### src/rtl/bresenham_stream.sv
// Streaming Bresenham ray caster: beam FIFO -> SETUP -> per-cell STEP onto a valid/ready cell stream.
// Optional macro BRESENHAM_CLIP_EN: suppress cells outside the grid instead of wrapping their indices.

module bresenham_stream #(
  parameter int INDEX_WIDTH = 8,
  parameter int COORD_WIDTH = INDEX_WIDTH + 2,
  parameter int FIFO_DEPTH  = 4
) (
  input  logic                          clock,
  input  logic                          reset,
  input  logic                          beam_valid,
  output logic                          beam_ready,
  input  logic signed [COORD_WIDTH-1:0] x0,
  input  logic signed [COORD_WIDTH-1:0] y0,
  input  logic signed [COORD_WIDTH-1:0] x1,
  input  logic signed [COORD_WIDTH-1:0] y1,
  input  logic                          hit,
  output logic                          cell_valid,
  input  logic                          cell_ready,
  output logic [INDEX_WIDTH-1:0]        x_index,
  output logic [INDEX_WIDTH-1:0]        y_index,
  output logic                          cell_is_free,
  output logic                          cell_last,
  output logic                          ray_done,
  output logic                          busy
);

  localparam int EW = COORD_WIDTH + 2;
  localparam int PW = (FIFO_DEPTH > 1) ? $clog2(FIFO_DEPTH) : 1;
  localparam logic [PW:0] FULL_COUNT = (PW+1)'(FIFO_DEPTH);

  typedef logic signed [COORD_WIDTH-1:0] coord_t;
  typedef logic signed [EW-1:0]          wide_t;

  typedef struct packed {
    coord_t x0;
    coord_t y0;
    coord_t x1;
    coord_t y1;
    logic   hit;
  } beam_t;

  typedef enum logic [1:0] {ST_IDLE, ST_SETUP, ST_STEP, ST_DRAIN} state_t;

  function automatic wide_t sext(input coord_t v);
    return wide_t'(v);
  endfunction

  // ---------------------------------------------------------------- beam FIFO
  beam_t         fifo_mem [FIFO_DEPTH];
  logic [PW-1:0] wr_ptr;
  logic [PW-1:0] rd_ptr;
  logic [PW:0]   count;
  logic [PW:0]   count_next;
  logic          push;
  logic          pop;
  state_t        state;
  state_t        state_next;

  assign push = beam_valid && beam_ready;
  assign pop  = (state == ST_IDLE) && (count != '0);

  always_comb begin
    count_next = count;
    if (push && !pop)      count_next = count + (PW+1)'(1);
    else if (!push && pop) count_next = count - (PW+1)'(1);
  end

  // NOTE: the storage array has no reset; pointers and count alone decide which entries are live.
  always_ff @(posedge clock) begin
    if (push) fifo_mem[wr_ptr] <= '{x0: x0, y0: y0, x1: x1, y1: y1, hit: hit};
  end

  // NOTE: state updates use non-blocking assignments so every flop samples pre-edge values.
  always_ff @(posedge clock or negedge reset) begin
    if (!reset) begin
      wr_ptr     <= '0;
      rd_ptr     <= '0;
      count      <= '0;
      beam_ready <= 1'b0;
    end else begin
      if (push) wr_ptr <= wr_ptr + PW'(1);
      if (pop)  rd_ptr <= rd_ptr + PW'(1);
      count      <= count_next;
      beam_ready <= (count_next != FULL_COUNT);
    end
  end

  assign busy = (count != '0) || (state != ST_IDLE);

  // ---------------------------------------------------------------- ray datapath
  beam_t ray;
  coord_t cx;
  coord_t cy;
  wide_t  dx;
  wide_t  dy;
  wide_t  err;
  logic   sx_neg;
  logic   sy_neg;

  wide_t  diff_x;
  wide_t  diff_y;
  wide_t  abs_x;
  wide_t  abs_y;
  logic signed [EW:0] e2;
  logic   step_x;
  logic   step_y;
  wide_t  err_next;
  coord_t cx_next;
  coord_t cy_next;
  logic   at_end;
  logic   in_grid;
  logic   slot_free;
  logic   done_now;

  assign diff_x = sext(ray.x1) - sext(ray.x0);
  assign diff_y = sext(ray.y1) - sext(ray.y0);
  assign abs_x  = diff_x[EW-1] ? -diff_x : diff_x;
  assign abs_y  = diff_y[EW-1] ? -diff_y : diff_y;

  // The doubled error never overflows one extra bit, so compare in EW+1 bits.
  assign e2       = {err, 1'b0};
  assign step_x   = e2 >= (EW+1)'(dy);
  assign step_y   = e2 <= (EW+1)'(dx);
  assign err_next = err + (step_x ? dy : '0) + (step_y ? dx : '0);
  assign cx_next  = step_x ? (sx_neg ? cx - coord_t'(1) : cx + coord_t'(1)) : cx;
  assign cy_next  = step_y ? (sy_neg ? cy - coord_t'(1) : cy + coord_t'(1)) : cy;

  assign at_end    = (cx == ray.x1) && (cy == ray.y1);
  assign slot_free = !cell_valid || cell_ready;

`ifdef BRESENHAM_CLIP_EN
  // In-grid means every bit above the index field, sign included, is zero.
  assign in_grid = (cx[COORD_WIDTH-1:INDEX_WIDTH] == '0) &&
                   (cy[COORD_WIDTH-1:INDEX_WIDTH] == '0);
`else
  assign in_grid = 1'b1;
`endif

  assign done_now = ((state == ST_STEP) && slot_free && at_end && !in_grid) ||
                    ((state == ST_DRAIN) && cell_ready);

  // ---------------------------------------------------------------- FSM
  always_ff @(posedge clock or negedge reset) begin
    if (!reset) state <= ST_IDLE;
    else        state <= state_next;
  end

  // NOTE: next state gets its default first, so no path through the block can infer a latch.
  always_comb begin
    state_next = state;
    case (state)
      ST_IDLE:  if (pop) state_next = ST_SETUP;
      ST_SETUP: state_next = ST_STEP;
      ST_STEP:  if (slot_free && at_end) state_next = in_grid ? ST_DRAIN : ST_IDLE;
      ST_DRAIN: if (cell_ready) state_next = ST_IDLE;
      default:  state_next = ST_IDLE;
    endcase
  end

  // The iterator runs one cell ahead of the output register; the endpoint waits in DRAIN.
  always_ff @(posedge clock or negedge reset) begin
    if (!reset) begin
      ray          <= '0;
      cx           <= '0;
      cy           <= '0;
      dx           <= '0;
      dy           <= '0;
      err          <= '0;
      sx_neg       <= 1'b0;
      sy_neg       <= 1'b0;
      cell_valid   <= 1'b0;
      x_index      <= '0;
      y_index      <= '0;
      cell_is_free <= 1'b0;
      cell_last    <= 1'b0;
      ray_done     <= 1'b0;
    end else begin
      ray_done <= done_now;
      case (state)
        ST_IDLE: begin
          if (pop) begin
            ray <= fifo_mem[rd_ptr];
            cx  <= fifo_mem[rd_ptr].x0;
            cy  <= fifo_mem[rd_ptr].y0;
          end
        end
        ST_SETUP: begin
          dx     <= abs_x;
          dy     <= -abs_y;
          err    <= abs_x - abs_y;
          sx_neg <= diff_x[EW-1];
          sy_neg <= diff_y[EW-1];
        end
        ST_STEP: begin
          if (slot_free) begin
            cell_valid   <= in_grid;
            x_index      <= cx[INDEX_WIDTH-1:0];
            y_index      <= cy[INDEX_WIDTH-1:0];
            cell_is_free <= !at_end || !ray.hit;
            cell_last    <= at_end && in_grid;
            if (!at_end) begin
              cx  <= cx_next;
              cy  <= cy_next;
              err <= err_next;
            end
          end
        end
        ST_DRAIN: begin
          if (cell_ready) begin
            cell_valid <= 1'b0;
            cell_last  <= 1'b0;
          end
        end
        default: ;
      endcase
    end
  end

endmodule

### config.mk
export PLATFORM = sky130hd
export DESIGN_NAME = bresenham_stream
export DESIGN_NICKNAME = d
export VERILOG_FILES = /design/src/rtl/bresenham_stream.sv
export SDC_FILE = /design/constraint.sdc
export NUM_CORES = 1
export LEC_CHECK = 0
export CAP_MARGIN = 10
export CORE_MARGIN = 2
export CORE_UTILIZATION = 36
export DETAILED_ROUTE_END_ITERATION = 12
export PLACE_DENSITY = 0.61
export SLEW_MARGIN = 10
export SYNTH_ARGS = -nofsm -noshare
export SYNTH_HDL_FRONTEND = slang
export SYNTH_SLANG_ARGS = --single-unit
### constraint.sdc
create_clock -name clock -period 4.6 [get_ports clock]
set_input_delay 0.92 -clock clock [delete_from_list [all_inputs] [get_ports clock]]
set_output_delay 0.92 -clock clock [all_outputs]
set_load 0.02 [all_outputs]
Word level (Yosys, flattened, before mapping)
Memories as Yosys holds them, arrays and structs flattened.
Cells that the tools add are included.

word-level totals
  memories = 1
  memory bits (writable) = 164
  bits in registers = 129

cells by class
  mux-type cells = 32
  $lt $le $gt $ge = 2
  $add $sub $neg = 16
  reduce and logical (&&, ||, !) cells = 28
  eq/ne operators = 13

memory list
  name      depth  width  read ports  clocked after memory_dff  write ports  RTL line  text
  fifo_mem  4      41     1           0                         1            50        beam_t fifo_mem [FIFO_DEPTH];

operators by type and width
  kind                   count
  $mux 10                10
  $mux 12                6
  $pmux 10 s2            2
  $add 12x12->12         2
  $neg 11->12            2
  $pmux 12 s2            1
  $sub 10x10->11         2
  $add 10x2->10 const B  2
  $eq 10x10->1           2
  $sub 10x2->10 const B  2
  $ge 13x12->1           1
  $le 13x12->1           1
  $ne 2x2->1 const B     6
  $neg 12->12            1
  $sub 12x12->12         1
  $reduce_and 5->1       2
  $reduce_and 3->1       3
  $pmux 2 s4             1
  $reduce_bool 2->1      4
  $logic_and 1x1->1      7
  $mux 2                 3
  $mux 3                 2
  $logic_not 1->1        5
  $mux 1                 5
  other kinds (12)       18

Longest topological paths before layout
Gate-level depths: netlist of the first run.

  depth in word-level cells = 7
  mapped depth = 23
  gate-level depth less buffers = 23

Worst setup path after synthesis of the first run
Ideal clock, no wire load.

  path kind = register -> register
  start point = register err[1]
  end point = register err[11]
  path slack = 0.074 ns
  arrival time = 4.400 ns
  data required time = 4.474 ns
  cell stages (with the launch flop) = 22
  path through = dfrtp_1 > ha_1 > a21o_1 > a21o_1 > a211o_1 > a21oi_1 > o221ai_1 > clkbuf_1 > nor2_1 > fa_1 > ha_1 > inv_1 > fa_1 > nor2b_1 > o21ai_0 > nand2b_1 > a311o_1 > a21o_1 > a21oi_1 > o21ai_0 > xnor2_1 > a221o_1

on the way
  longest elaborated chain between the ends = 7
  elaborated cells between the ends (all ways) = 9
  classes of those cells = 2 x add/sub; 2 x order compare; 5 x mux

RTL lines
  what                    RTL line  text
  from (decl)             97        wide_t err;
  from (signal assigned)  191       err <= abs_x - abs_y;
  from (signal assigned)  205       err <= err_next;
  $ge 13x12->1            123       assign step_x = e2 >= (EW+1)'(dy);
  $mux 12                 125       assign err_next = err + (step_x ? dy : '0) + (step_y ? dx : '0);
  $add 12x12->12          125
  $add 12x12->12 *        125
  $mux 12 *               202       if (!at_end) begin
  $mux 12 *               196       if (slot_free) begin
  $pmux 12 s2 *           180       case (state)

Mark *: on every way between the ends. The rest lies on a longest branch, timed or not. The select of a mux whose other input is x is not followed.
A chain may end at the register's enable or synchronous reset.

Worst setup path after layout of the first run
  start point = register dx[2]
  end point = register err[10]

on the way
  longest elaborated chain between the ends = 6

RTL lines
  what                    RTL line  text
  from (decl)             95        wide_t dx;
  from (signal assigned)  189       dx <= abs_x;
  $le 13x12->1            124       assign step_y = e2 <= (EW+1)'(dx);
  $mux 12 *               125
  $add 12x12->12 *        125
  $mux 12 *               202
  $mux 12 *               196
  $pmux 12 s2 *           180

Marked as above.

==> results.json, run 1 <==
{
  "status": "completed",
  "crit_path_top_delay_cell": "fa_1",
  "clkSinkCount": 293,
  "fin_skew_ps": 21.95,
  "dieArea_um2": 44970,
  "yosys.area.top_type_share": 0.3160,
  "worstPathRequired_ps": 4990,
  "finalSetupViolations": 0,
  "start_util": 0.3633,
  "cts_hold_buffers": 0,
  "wl_per_cell_um": 18.19,
  "synth-edff-count": 164,
  "antenna_found_initial": 0,
  "drv_cap": 0,
  "drtIter0Drc": 619,
  "cp_common_cell": "a21o_1",
  "syn_avg_cell_area_um2": 12.20,
  "worstSetupStartpointType": "register",
  "place.gp.congestion": 0.9266,
  "path_max_fanout": 4,
  "synth_cell_types": 73,
  "timing.fmax_ghz": 0.2271,
  "yosys-top-cells-area": "edfxtp_1 (32%), dfrtp_1 (21%), ha_1 (7.6%)",
  "grt_max_degree": 80,
  "worst_slew_pin_slew_ps": 945.1,
  "async_reset_ff_frac": 0.4403,
  "yosys_warnings": 0,
  "grt-ovfl-total": 0,
  "worstPathArrival_ps": 4790,
  "crit_chain": "inv_2 -> ha_4 -> a21o_1 -> a21o_1 -> a211o_1 -> a21oi_2 -> o221ai_2 -> buf_4 -> nor2_2 -> fa_1 -> ha_1 -> a21o_1 -> a21oi_2 -> nor2b_1 -> o21a_1 -> o41ai_2 -> buf_4 -> o21ai_0 -> xor2_1 -> mux2i_1 -> o21ai_0",
  "gr-usage-all-layers": 0.1666,
  "antenna_left": 0,
  "slew_headroom": 0.3699,
  "ctsHtreeMaxLevel": 2,
  "via_per_inst": 5.116,
  "drv_slew": 0,
  "fp-row-count": 76,
  "cts_tree": "yes",
  "synth-seq-area-share": 0.5232,
  "design.core.area_um2": 42890,
  "cts_buffers": 35,
  "insertion_delay_ps": 530,
  "final_common_cell": "edfxtp_1",
  "totalWireLength_mm": 36.30,
  "ys.flop_type": "edfxtp_1",
  "syn_area_um2": 15580,
  "vias": 10206,
  "synth_area_leader_cell": "edfxtp_1",
  "setup.worst_path.class": "register to register",
  "clock-root-buffer": "clkbuf_16",
  "final_hold_viol_count": 0,
  "syn_nets": 1434,
  "hold_path_class": "input port to async pin",
  "io_buffers": 66,
  "multi_input_area_um2": 7037,
  "nNetsFinal": 1540,
  "antenna_cells": 0,
  "die_h_um": 212.1,
  "setup-tns-final_ps": 0,
  "rsz0062_at_grt": "yes",
  "fillers": 3949,
  "period_minus_slack_ps": 4403,
  "dp_hpwl_mm": 26.10,
  "synthCells": 1277,
  "clockBufferDepth": 3,
  "drc": 0,
  "slowest_delay_ps": 420,
  "grt_pass1_wl_mm": 58.53,
  "seq_area_um2": 8158,
  "dr.pass1.iters": 5,
  "ys_seq_elements": 293,
  "fin_crit_sh": 0.9572,
  "first_global_vias": 10623,
  "end_kind": "register",
  "most-common-layout-cells": "edfxtp_1 (164), dfrtp_1 (125), nand2_1 (102)",
  "die_w_um": 212.1,
  "drive_gt1_frac": 0.1596,
  "ioPinCount": 67,
  "path_clk_slew_ps": 50,
  "area_growth_pct": 18.28
}
==> sequential cells by signal (all words and copies together), names as in the netlist, 2 cells and up <==
signal / flops
count: 3
cx: 10
cy: 10
dx: 12
dy: 12
err: 12
fifo_mem: 164
ray: 41
rd_ptr: 2
state: 2
wr_ptr: 2
x_index: 8
y_index: 8
==> synthesized netlist by cell type (3+ instances only) <==
master    instances
a21o_1           26
xor2_1           33
nand3_1          11
clkbuf_1         33
a21oi_1          60
buf_1             7
and3_1            8
inv_1            88
nor2_1           88
nand4_1           5
or2_2             3
nor4_1            7
mux2i_1          17
a211oi_1          9
o221ai_1          4
o21bai_1          7
o21a_1            7
a31o_2            3
dfrtp_1         129
a211o_1           5
o21ai_0          67
a31oi_1          23
or3_1             6
mux2_2           48
fa_1             17
nor3_1           14
ha_1             95
or4_1             4
a311o_1           3
nor2b_1           9
nand2b_1         11
o211ai_1          5
xnor2_1          59
and2_1            7
o31ai_1           5
edfxtp_1        164
mux4_2           41
nand2_1         102
and4_1            3
==> cells by family after synthesis <==
kind of cell,after synthesis,synth area share
AOI/OAI and AO/OA,250,0.1015
xor gates and xnor gates,93,0.05275
adders and majority gates,113,0.09876
buffers and inverters,131,0.03212
DFF,293,0.5232
muxes,107,0.1056
and+or+nand+nor,290,0.08608
==> layer usage <==
metal  share of wire  track usage  vias up  routed length, um
li1                -            -     4872                  -
met5               0            0        -                  0
met2            0.48       0.2797      209              17370
met4           0.023      0.04590        0                852
met1            0.46       0.2258     5060              16580
met3           0.041      0.02408       65               1493
==> stage by stage <==
stage | utilization | cells | instance area, um^2 | hold slack (ps) | worst slack [ps]
detailed placement | 0.3995 | 1928 | 17130 | 477.1 | -137.9
global placement | 0.3995 | 1928 | 17130 | 473.9 | 28.04
floorplan | - | 1277 | 15580 | 443.6 | 74.01
finish | 0.4297 | 1995 | 18430 | 444.9 | 196.8
CTS | 0.4272 | 1992 | 18320 | 486.5 | 23.38
global route | 0.4297 | 1995 | 18430 | 492.1 | -38.02
==> layout make-up <==
class                           instances  area share
Clock inverter                         12    0.008554
Multi-Input combinational cell        853      0.3818
Tap cell                              585     0.03971
Inverter                               89     0.01813
Clock buffer                           52     0.05492
Sequential cell                       293      0.4426
Timing Repair Buffer                  111     0.05424
==> worst paths after layout <==
kind | end | cells after the start | slack [ps] | startpoint
worst max-delay path | err[10]$_DFFE_PN0P_ | 21 | 200 | dx[2]$_DFFE_PN0N_
worst min-delay path | beam_ready$_DFF_PN0_ | 1 | 440 | reset
worst max register to register | err[10]$_DFFE_PN0P_ | 21 | 200 | dx[2]$_DFFE_PN0N_
worst min register to register | count[2]$_DFF_PN0_ | 1 | 480 | count[2]$_DFF_PN0_
max in group asynchronous | err[7]$_DFFE_PN0P_ | 2 | 3140 | reset
min in group clock | count[2]$_DFF_PN0_ | 1 | 480 | count[2]$_DFF_PN0_
==> critical path: cells and delay by family, from the launching register on <==
kind	cells	cell delay, ps
AOI/OAI and AO/OA	11	2040
xor gates and xnor gates	1	160
adders and majority gates	3	940
buffers and inverters	3	440
DFF	1	390
muxes	1	120
and+or+nand+nor	2	160
==> repair_timing <==
item | CTS | global route
endpoints found under the setup margin | 3 | 10
resized for setup | 4 | 29
pin swaps | 2 | 8
buffers inserted | 0 | 3
Power of run 1 is not shown: default switching activity piles up to over one toggle a cycle in this logic, so the estimate is an artifact.
==> inputs of run 2 (changes only) <==
--- a/config.mk
+++ b/config.mk
@@ -9,7 +9,6 @@
 export CORE_MARGIN = 2
 export CORE_UTILIZATION = 36
 export DETAILED_ROUTE_END_ITERATION = 12
-export PLACE_DENSITY = 0.61
 export SLEW_MARGIN = 10
 export SYNTH_ARGS = -nofsm -noshare
 export SYNTH_HDL_FRONTEND = slang
==> run 2 against run 1 <==
- critical path depth is the same
- global-route usage grew 0.082 points
- non-clock buffer count is 6 lower
- maximum frequency grew 1.5%
- worst setup slack better by 63 ps
- design area fell by 0.86%
- critical endpoint is now err[11]$_DFFE_PN0P_
==> results.json, run 2 (synthesized netlist as in run 1, its figures left out) <==
{
  "drv_slew": 0,
  "worstPathRequired_ps": 5010,
  "dr.pass1.iters": 5,
  "period_minus_slack_ps": 4340,
  "status": "completed",
  "grt_use_met3": 0.02290,
  "antenna_cells": 0,
  "slowest_delay_ps": 480,
  "rsz0062_at_grt": "yes",
  "antenna_found_initial": 0,
  "met1_usage": 0.2274,
  "fp-row-count": 76,
  "drive_gt1_frac": 0.1492,
  "antenna_left": 0,
  "slew_headroom": 0.2411,
  "vias": 10111,
  "clkSinkCount": 293,
  "place.gp.congestion": 0.8842,
  "nNetsFinal": 1533,
  "hold_path_class": "input port to async pin",
  "worstSetupStartpointType": "register",
  "top_regs": "fifo_mem: 164 flops, ray: 41 flops",
  "design.core.area_um2": 42890,
  "io_buffers": 66,
  "cts_buffers": 34,
  "top_register": "fifo_mem",
  "grt_pass1_wl_mm": 58.44,
  "dieArea_um2": 44970,
  "final_util": 0.4261,
  "area_growth_pct": 17.26,
  "crit_chain": "inv_1 -> ha_1 -> nand4_1 -> nor2_2 -> a31o_2 -> o32a_1 -> o221ai_4 -> nor2_2 -> fa_1 -> ha_1 -> inv_1 -> fa_2 -> nor2b_2 -> o21ai_1 -> nand2b_1 -> a311o_1 -> a21o_1 -> a21oi_2 -> o21ai_2 -> xnor2_1 -> a221o_1",
  "largest_register_ffs": 164,
  "fillers": 4029,
  "timing.fmax_ghz": 0.2304,
  "dp_hpwl_mm": 26.05,
  "final_common_cell": "edfxtp_1",
  "drc": 0,
  "insertion_delay_ps": 530,
  "via_per_inst": 5.091,
  "totalWireLength_mm": 36.38,
  "dpl-instance-area_um2": 17120,
  "path_max_fanout": 4,
  "die_h_um": 212.1,
  "finalSetupViolations": 0,
  "ctsHtreeMaxLevel": 2,
  "crit_path_top_delay_cell": "fa_1",
  "grt-ovfl-total": 0,
  "multi_input_area_um2": 7047,
  "fin_crit_sh": 0.9434,
  "worst-path-buf-inv": 2,
  "start_util": 0.3633,
  "drv_cap": 0,
  "fin_skew_ps": 21.33,
  "worst_slew_pin_slew_ps": 1138,
  "met2_usage": 0.2767,
  "clock-root-buffer": "clkbuf_16",
  "cts_tree": "yes",
  "setup.worst_path.class": "register to register",
  "die_w_um": 212.1,
  "clockBufferDepth": 3,
  "crit_family": "compound AO/OA/AOI/OAI gates",
  "final_area_um2": 18270,
  "drtIter0Drc": 567,
  "end_kind": "register",
  "wl_per_cell_um": 18.32,
  "final_hold_viol_count": 0,
  "cts_hold_buffers": 0,
  "ioPinCount": 67,
  "grt.busiest_layer": "met2",
  "worstPathArrival_ps": 4750,
  "most-common-layout-cells": "edfxtp_1 (164), dfrtp_1 (127), nand2_1 (102)",
  "first_global_vias": 10751,
  "path_clk_slew_ps": 70,
  "grt_max_degree": 68,
  "gr-usage-all-layers": 0.1674,
  "seq_area_um2": 8155
}
==> run 2: cell types whose count changed in the layout (fill, tap and decap cells not counted), sizes merged <==
cell,change
clkinv,+10
bufinv,-2
inv,-2
clkinvlp,-2
clkbuf,-7
buf,-6
==> run 2: stage by stage <==
step / hold WS (ps) / cells / setup TNS [ps] / setup WS, ps
6_report: 404.8 / 1986 / 0 / 260.3
5_1_grt: 450.6 / 1986 / -89.84 / -50.22
4_1_cts: 426.2 / 1985 / 0 / 48.71
3_5_place_dp: 471.8 / 1924 / -5.869 / -5.869
3_3_place_gp: 473.6 / 1924 / -35.82 / -35.82
2_1_floorplan: 443.6 / 1277 / 0 / 74.01
==> run 2: final timing paths <==
path / from / to / slack [ps] / cells past startpoint
setup / recovery: dx[8]$_DFFE_PN0N_ / err[11]$_DFFE_PN0P_ / 260 / 21
hold / removal: reset / ray_done$_DFF_PN0_ / 400 / 1
setup reg to reg: dx[8]$_DFFE_PN0N_ / err[11]$_DFFE_PN0P_ / 260 / 21
hold reg to reg: count[2]$_DFF_PN0_ / count[2]$_DFF_PN0_ / 480 / 1
max in group asynchronous: reset / rd_ptr[1]$_DFFE_PN0P_ / 3380 / 2
min in group clock: count[2]$_DFF_PN0_ / count[2]$_DFF_PN0_ / 480 / 1
==> run 2: layout make-up <==
| type | instances | area share |
|---|---|---|
| multi-input cells | 853 | 0.3856 |
| flip-flops and latches | 293 | 0.4463 |
| well taps | 585 | 0.04006 |
| clock inverters | 16 | 0.006574 |
| clock buffers | 45 | 0.04999 |
| inverters | 89 | 0.01828 |
| repair buffers | 105 | 0.05314 |
==> run 2: what timing repair did <==
| item | CTS | global route |
|---|---|---|
| resized for setup | 1 | 27 |
| setup buffers | 0 | 1 |
| pin swaps | 0 | 10 |
| endpoints found under the setup margin | 1 | 7 |
==> run 2: per-layer routing <==
layer  vias to the layer above  part of all wire
met1                      4979              0.47
met3                        62             0.035
met2                       206              0.47
li1                       4864                 -
met5                         -                 0
met4                         0             0.029
Power of run 2 is left out for the same reason.
